**src/rtl/mem_port_arbiter.sv**
```systemverilog
// Two-port round-robin arbiter sharing one host memory channel between the
// scratchpad ports of an HLS kernel; one host transaction in flight at a time.
module mem_port_arbiter #(
    parameter int ADDR_WID = 14,
    parameter int DATA_WID = 32
) (
    input  logic                clk,
    input  logic                reset,
    input  logic [63:0]         read_base,
    input  logic [63:0]         write_base,
    input  logic [63:0]         size_input,
    input  logic                req0,
    input  logic                req1,
    input  logic                we0,
    input  logic                we1,
    input  logic [ADDR_WID-1:0] addr0,
    input  logic [ADDR_WID-1:0] addr1,
    input  logic [DATA_WID-1:0] d0,
    input  logic [DATA_WID-1:0] d1,
    output logic [DATA_WID-1:0] q0,
    output logic [DATA_WID-1:0] q1,
    output logic                ack0,
    output logic                ack1,
    output logic                read_enable,
    output logic [63:0]         read_addr,
    output logic [63:0]         read_size_output,
    input  logic                read_ready,
    input  logic [31:0]         read_data,
    output logic                write_enable,
    output logic [63:0]         write_addr,
    output logic [63:0]         write_size,
    output logic [31:0]         write_data,
    input  logic                write_ready,
    output logic                busy,
    output logic [63:0]         access_cnt
);

    typedef enum logic [1:0] {
        IDLE    = 2'd0,
        WAIT_RD = 2'd1,
        WAIT_WR = 2'd2,
        ACK     = 2'd3
    } state_t;

    state_t state;
    state_t state_next;

    logic                last;
    logic                gnt;
    logic                sel;
    logic                sel_we;
    logic [ADDR_WID-1:0] sel_addr;
    logic [DATA_WID-1:0] sel_d;
    logic [63:0]         sel_offset;
    logic                issue;
    logic                complete;

    // On a tie the port that did not win last time is chosen.
    always_comb begin
        sel        = (req0 && req1) ? ~last : req1;
        sel_we     = sel ? we1 : we0;
        sel_addr   = sel ? addr1 : addr0;
        sel_d      = sel ? d1 : d0;
        sel_offset = {{(64 - ADDR_WID){1'b0}}, sel_addr} << 2;
    end

    always_ff @(posedge clk or negedge reset) begin
        if (!reset) begin
            state <= IDLE;
        end else begin
            state <= state_next;
        end
    end

    // Ready is only honoured once the one-cycle enable pulse has dropped.
    always_comb begin
        state_next = state;
        issue      = 1'b0;
        complete   = 1'b0;
        unique case (state)
            IDLE: begin
                if (req0 || req1) begin
                    issue      = 1'b1;
                    state_next = sel_we ? WAIT_WR : WAIT_RD;
                end
            end
            WAIT_RD: begin
                if (!read_enable && read_ready) begin
                    complete   = 1'b1;
                    state_next = ACK;
                end
            end
            WAIT_WR: begin
                if (!write_enable && write_ready) begin
                    complete   = 1'b1;
                    state_next = ACK;
                end
            end
            ACK: begin
                state_next = IDLE;
            end
            default: begin
                state_next = IDLE;
            end
        endcase
    end

    always_ff @(posedge clk or negedge reset) begin
        if (!reset) begin
            last             <= 1'b1;
            gnt              <= 1'b0;
            read_enable      <= 1'b0;
            write_enable     <= 1'b0;
            read_addr        <= '0;
            read_size_output <= '0;
            write_addr       <= '0;
            write_size       <= '0;
            write_data       <= '0;
        end else begin
            read_enable  <= 1'b0;
            write_enable <= 1'b0;
            if (issue) begin
                gnt  <= sel;
                last <= sel;
                if (sel_we) begin
                    write_addr   <= write_base + sel_offset;
                    write_size   <= size_input;
                    write_data   <= sel_d;
                    write_enable <= 1'b1;
                end else begin
                    read_addr        <= read_base + sel_offset;
                    read_size_output <= size_input;
                    read_enable      <= 1'b1;
                end
            end
        end
    end

    always_ff @(posedge clk or negedge reset) begin
        if (!reset) begin
            ack0       <= 1'b0;
            ack1       <= 1'b0;
            q0         <= '0;
            q1         <= '0;
            access_cnt <= '0;
        end else begin
            ack0 <= 1'b0;
            ack1 <= 1'b0;
            if (complete) begin
                access_cnt <= access_cnt + 64'd1;
                if (gnt) begin
                    ack1 <= 1'b1;
                end else begin
                    ack0 <= 1'b1;
                end
                if (state == WAIT_RD) begin
                    if (gnt) begin
                        q1 <= read_data;
                    end else begin
                        q0 <= read_data;
                    end
                end
            end
        end
    end

    assign busy = (state != IDLE);

endmodule

```
**config.mk**
```make
export PLATFORM = sky130hd
export DESIGN_NAME = mem_port_arbiter
export DESIGN_NICKNAME = d
export VERILOG_FILES = /design/src/rtl/mem_port_arbiter.sv
export SDC_FILE = /design/constraint.sdc
export NUM_CORES = 1
export LEC_CHECK = 0
export BUFFER_PORTS_ARGS = -buffer_cell sky130_fd_sc_hd__buf_2
export CAP_MARGIN = 40
export CORE_AREA = 2 2 289 291
export DETAILED_ROUTE_END_ITERATION = 7
export DIE_AREA = 0 0 291 293
export SYNTH_ARGS = -nofsm -noshare
export SYNTH_HDL_FRONTEND = slang
export SYNTH_SLANG_ARGS = --single-unit
```
**constraint.sdc**
```tcl
create_clock -name clk -period 11.8 [get_ports clk]
set_clock_uncertainty 0.2 [all_clocks]
set_input_delay 2.36 -clock clk [delete_from_list [all_inputs] [get_ports clk]]
set_output_delay 2.36 -clock clk [all_outputs]
set_load 0.005 [all_outputs]
```
== After elaboration in Yosys (flattened, before gate mapping) ==
Index checks and enable logic that the tools add are counted.

* Add/sub/neg operators: 3
* Eq/ne operators: 6
* Multiplexer cells: 22
* Bitwise logic cells: 3
* Reductions and logical operators: 13

{| class="wikitable"
|+ Operators by type and width
! kind !! count
|-
| $add 64x16->64 || 2
|-
| $add 64x1->64 const B || 1
|-
| $mux 32 || 1
|-
| $mux 1 || 14
|-
| $mux 14 || 1
|-
| $reduce_and 3->1 || 3
|-
| $mux 2 || 4
|-
| $pmux 2 s4 || 1
|-
| $ne 2x2->1 const B || 3
|-
| $eq 2x2->1 const B || 2
|-
| $reduce_and 2->1 || 2
|-
| $logic_and 1x1->1 || 3
|-
| $not 1->1 || 3
|-
| $eq 2x1->1 const B || 1
|-
| $logic_not 1->1 || 2
|-
| $logic_not 2->1 || 1
|-
| $pmux 1 s2 || 1
|-
| $reduce_bool 2->1 || 1
|-
| $logic_or 1x1->1 || 1
|}

* Bits in registers: 424
* Bits of input ports: 324
* Output and inout bits: 421
* Word-level logic and storage cells: 62

== Depth between registers and ports, before layout ==
* Depth after elaboration: 6
* Gate-level depth with buffers: 13
* Gate-level depth less buffers: 10

== Least setup slack after synthesis ==
No wires, ideal clock.

* Path kind: input to register
* Start: input req1
* End: register read_addr[16]
* Setup time: 133 ps
* Arrival: 5578 ps
* Data required time: 11467 ps
* Setup slack: 5888 ps
* Stages: 13
* Path buffers: 3
* Cell sequence: a21boi_1 > clkbuf_1 > mux2_2 > ha_1 > fa_1 > a21o_1 > a221oi_1 > o211a_1 > o21a_1 > buf_2 > buf_2 > xnor2_1 > o21ai_0

* Longest elaborated chain between the ends: 5
* Elaborated cells between the ends (all ways): 10
* Classes of those cells: add/sub: 1; mux: 5; bitwise: 1; reduce/logical: 3

{| class="wikitable"
|+ RTL lines
! what !! line !! RTL
|-
| start, declared || 13 || <nowiki>input logic req1,</nowiki>
|-
| branches (longest 5 deep; another with $add 64x16->64) || n/a ||
|-
| end signal, assigned || 131 || <nowiki>read_addr <= read_base + sel_offset;</nowiki>
|-
| end, declared || 25 || <nowiki>output logic [63:0] read_addr,</nowiki>
|}

Several ways; the timed one is not identified.
A chain may end at the register's enable or synchronous reset.

== Worst setup path in the final report ==
* Start: input req0
* End: register write_addr[52]

* Longest elaborated chain between the ends: 4
* Elaborated cells between the ends (all ways): 9
* Classes of those cells: add/sub: 1; mux: 5; reduce/logical: 3

{| class="wikitable"
|+ RTL lines
! what !! line !! RTL
|-
| start, declared || 12 || <nowiki>input logic req0,</nowiki>
|-
| $logic_and 1x1->1 / $logic_or 1x1->1 (equally long branches) || 60, 82 ||
|-
| $mux 1 (on tied branches) || 60, 82 ||
|-
| $mux 14 (tied with other cells) || 62 || <nowiki>sel_addr = sel ? addr1 : addr0;</nowiki>
|-
| $add 64x16->64 / $reduce_and 2->1 (equally long branches) || n/a ||
|-
| end signal, assigned || 126 || <nowiki>write_addr <= write_base + sel_offset;</nowiki>
|-
| end, declared || 30 || <nowiki>output logic [63:0] write_addr,</nowiki>
|}

Parallel ways exist; a longest one is shown, timed or not.

==> flow_summary.toml <==
[run_status]
outcome = "finished clean"

[setup_path]
worstSetupPathType = "input pin to flop"
crit_path_start_kind = "input pin"
end_kind = "flop"
r2r_start = "last"
startpoint = "req0"
cp_max_fo = 43
crit_chain = "buf_2 -> a21boi_4 -> buf_4 -> mux2_2 -> ha_1 -> nand4_1 -> nor2_1 -> or3b_1 -> and3_1 -> or4_1 -> a31oi_1"
slowest_delay_ps = 640
crit_arrival_ps = 6420
cp_slowest_cell = "buf_4"
cp.required_ps = 12100

[floorplan]
die_w_um = 291
fp.dieArea_um2 = 85260
rows = 105
io_pins = 745
fp.dieH_um = 293
core-area_um2 = 81850
initial_core_util_pct = 24.80

[timing]
timing.fmax_mhz = 163.3
period_needed_ps = 6123
whs_ps = 266.5
fin_ws_ps = 5677
rsz0062_at_grt = "false"
fin_setup_tns_ps = 0
worst_slew_pin_slew_ps = 953.6
timing_hold_violations_final = 0
setup_viol = 0
final.period_utilization_pct = 51.89
slew_violations = 0
slew_headroom_pct = 36.43

[clocking]
ctsResizeCount = 0
cts_tree = "built"
path_clk_slew_ps = 60
postCtsSetupRepairBufs = 0
cts_made_buffers = 49
clock_latency_ps = 590
ctsHoldBuffers = 0
clockBufferDepth = 3
cts-htree-levels = 2
cts_root_buf = "clkbuf_16"
clock_sinks = 424

[run]
cap_viol_max_count = 0

[synth]
synth_area_um2 = 20300
netlist_top_cells_area = "dfrtp_1 (52%), nand2_1 (11%), mux2_2 (4.4%), o21ai_0 (2.9%), xnor2_1 (2.9%)"
synth_warnings = 0
synthesis.nets = 2484
ys.flop_type = "dfrtp_1"
ys_async_sr_fraction_pct = 100.0
synth_top_family_by_area = "simple AND/OR/NAND/NOR gates"
synth_cell_type_count = 69
yosys.area_share.simple_pct = 21.43
synth-xor-area-share_pct = 4.832
yosysTopAreaCellShare_pct = 52.14
synth_edf_count = 0
synthAdderAreaFrac_pct = 2.293
muxShareOfSynthArea_pct = 6.015
ys_seq_area_share_pct = 52.27
synthCells = 2124
ys_seq_elements = 424
synth.largest_area_cell = "dfrtp_1"
syn_avg_cell_area_um2 = 9.558
synth_compound_area_share_pct = 10.14

[power]
p_leak_uw = 0.01360
p_per_area_nw_per_um2 = 219.0
ir_drop_uv = 89.14

[detailed_routing]
first_pass_iters = 5
viasPerCell = 4.700
drc = 0
vias = 18626
wl_mm = 77.24
drtIter0Drc = 993
drt.antenna.violating_nets = 0
avgRoutedWirePerCell_um = 19.49

[hold_path]
hp-class = "flop to flop"
hold_path.startpoint = "write_size[48]"

[placement]
post_dp_cell_area_um2 = 25280
dp_hpwl_mm = 59.38
port-buffer-count = 744
dpl_worst_slack_ps = 5117
gp_congestion = 0.9177

[global_routing]
antenna_found_initial = 28
grt_pass1_wl_mm = 113.6
first_global_vias = 17665
grt_use_total_pct = 17.33
grt_overflow = 0
grt_max_degree = 146

[cells_and_area]
fin_util_pct = 33.03
fin_area_um2 = 27040
syn2layout_area_growth_pct = 33.18
final_nets = 3190
drive_above_1_share_pct = 33.07
==> synth_stat cells (all sizes together) (31+ instances only) <==
cell type / n
or4: 43
a21oi: 31
nor2: 92
a31oi: 62
o21ai: 120
ha: 34
or3: 39
mux2: 80
mux2i: 32
clkbuf: 92
nand4: 42
nand2: 583
inv: 39
xnor2: 67
nand3: 61
dfrtp: 423
xor2: 45
==> where the power goes <==
group	internal [uW]	switching, uW
Sequential	2020	299
Combinational	847	1150
Clock	956	650
Total	3830	2100
==> cells in the final DEF (no fill, tap or decap), types with 3 or more instances in the layout <==
cell,instances
mux2i_1,32
buf_16,5
clkbuf_8,10
a21o_1,16
and3_1,28
clkinv_2,9
nor2_1,92
xor2_1,45
o21ai_0,119
nor3_1,19
and4_1,15
nand3_1,61
diode_2,23
nor4_1,3
and2_1,10
a211oi_1,5
o31ai_1,29
clkbuf_16,50
a21oi_1,30
nand4_1,40
ha_1,34
bufinv_16,5
mux2_2,80
nand2_1,581
a31oi_1,62
nand2b_1,6
a2111oi_0,14
inv_1,37
dfrtp_1,423
clkbuf_1,12
or2_2,4
o211ai_1,17
buf_4,18
or4_1,43
or3_1,39
xnor2_1,67
buf_2,743
==> flip-flops by register name, summed over array words and instances (netlist names) <==
| signal | flops |
|---|---|
| ack0 | 1 |
| write_size | 64 |
| access_cnt | 64 |
| last | 1 |
| read_size_output | 64 |
| q1 | 32 |
| read_addr | 64 |
| gnt | 1 |
| write_data | 32 |
| q0 | 32 |
| write_addr | 64 |
| state | 2 |
| ack1 | 1 |
| read_enable | 1 |
| write_enable | 1 |
==> per-layer routing <==
| layer | vias to the layer above | GRT usage [%] | wire (um) |
|---|---|---|---|
| li1 | 8811 | - | - |
| met1 | 8937 | 20.94 | 31160 |
| met2 | 711 | 28.78 | 36790 |
| met3 | 159 | 4.607 | 5742 |
| met4 | 8 | 8.088 | 3490 |
| met5 | - | 0 | 50 |
==> layout make-up <==
type | count | area, um2
fill | 8556 | 54810
sequential | 424 | 10610
multi-input combinational | 1545 | 9119
timing repair buffer | 771 | 4064
clock buffer | 72 | 1434
tap | 1070 | 1339
clock inverter | 19 | 261.5
inverter | 39 | 151.4
antenna | 23 | 57.56
==> cell families after synthesis <==
| group | after synthesis |
|---|---|
| xor+xnor | 112 |
| fa+ha+maj | 36 |
| simple gates | 958 |
| flops | 424 |
| buf+inv | 155 |
| mux | 112 |
| compound gates | 327 |
==> per-stage QoR <==
step,power [uW],std cells
finish,5922,3963
CTS,6007,3940
global placement,4304,3840
global route,6324,3959
detailed placement,4366,3849
floorplan,3236,2124
==> critical path: cells and delay by family <==
kind | cells | cell delay, ps
fa+ha+maj | 1 | 460
buf+inv | 2 | 780
mux | 1 | 430
simple gates | 5 | 1820
compound gates | 2 | 510
==> worst paths after layout <==
check	endpoint	slack [ps]	cells after the start
setup / recovery	write_addr[52]	5680	11
hold / removal	write_size[48]	270	2
setup reg to reg	write_addr[52]	7210	10
hold reg to reg	write_size[48]	270	2
max in group asynchronous	access_cnt[62]	7880	4
min in group asynchronous	write_addr[53]	1610	1
Power figures use the tool's default switching activity.
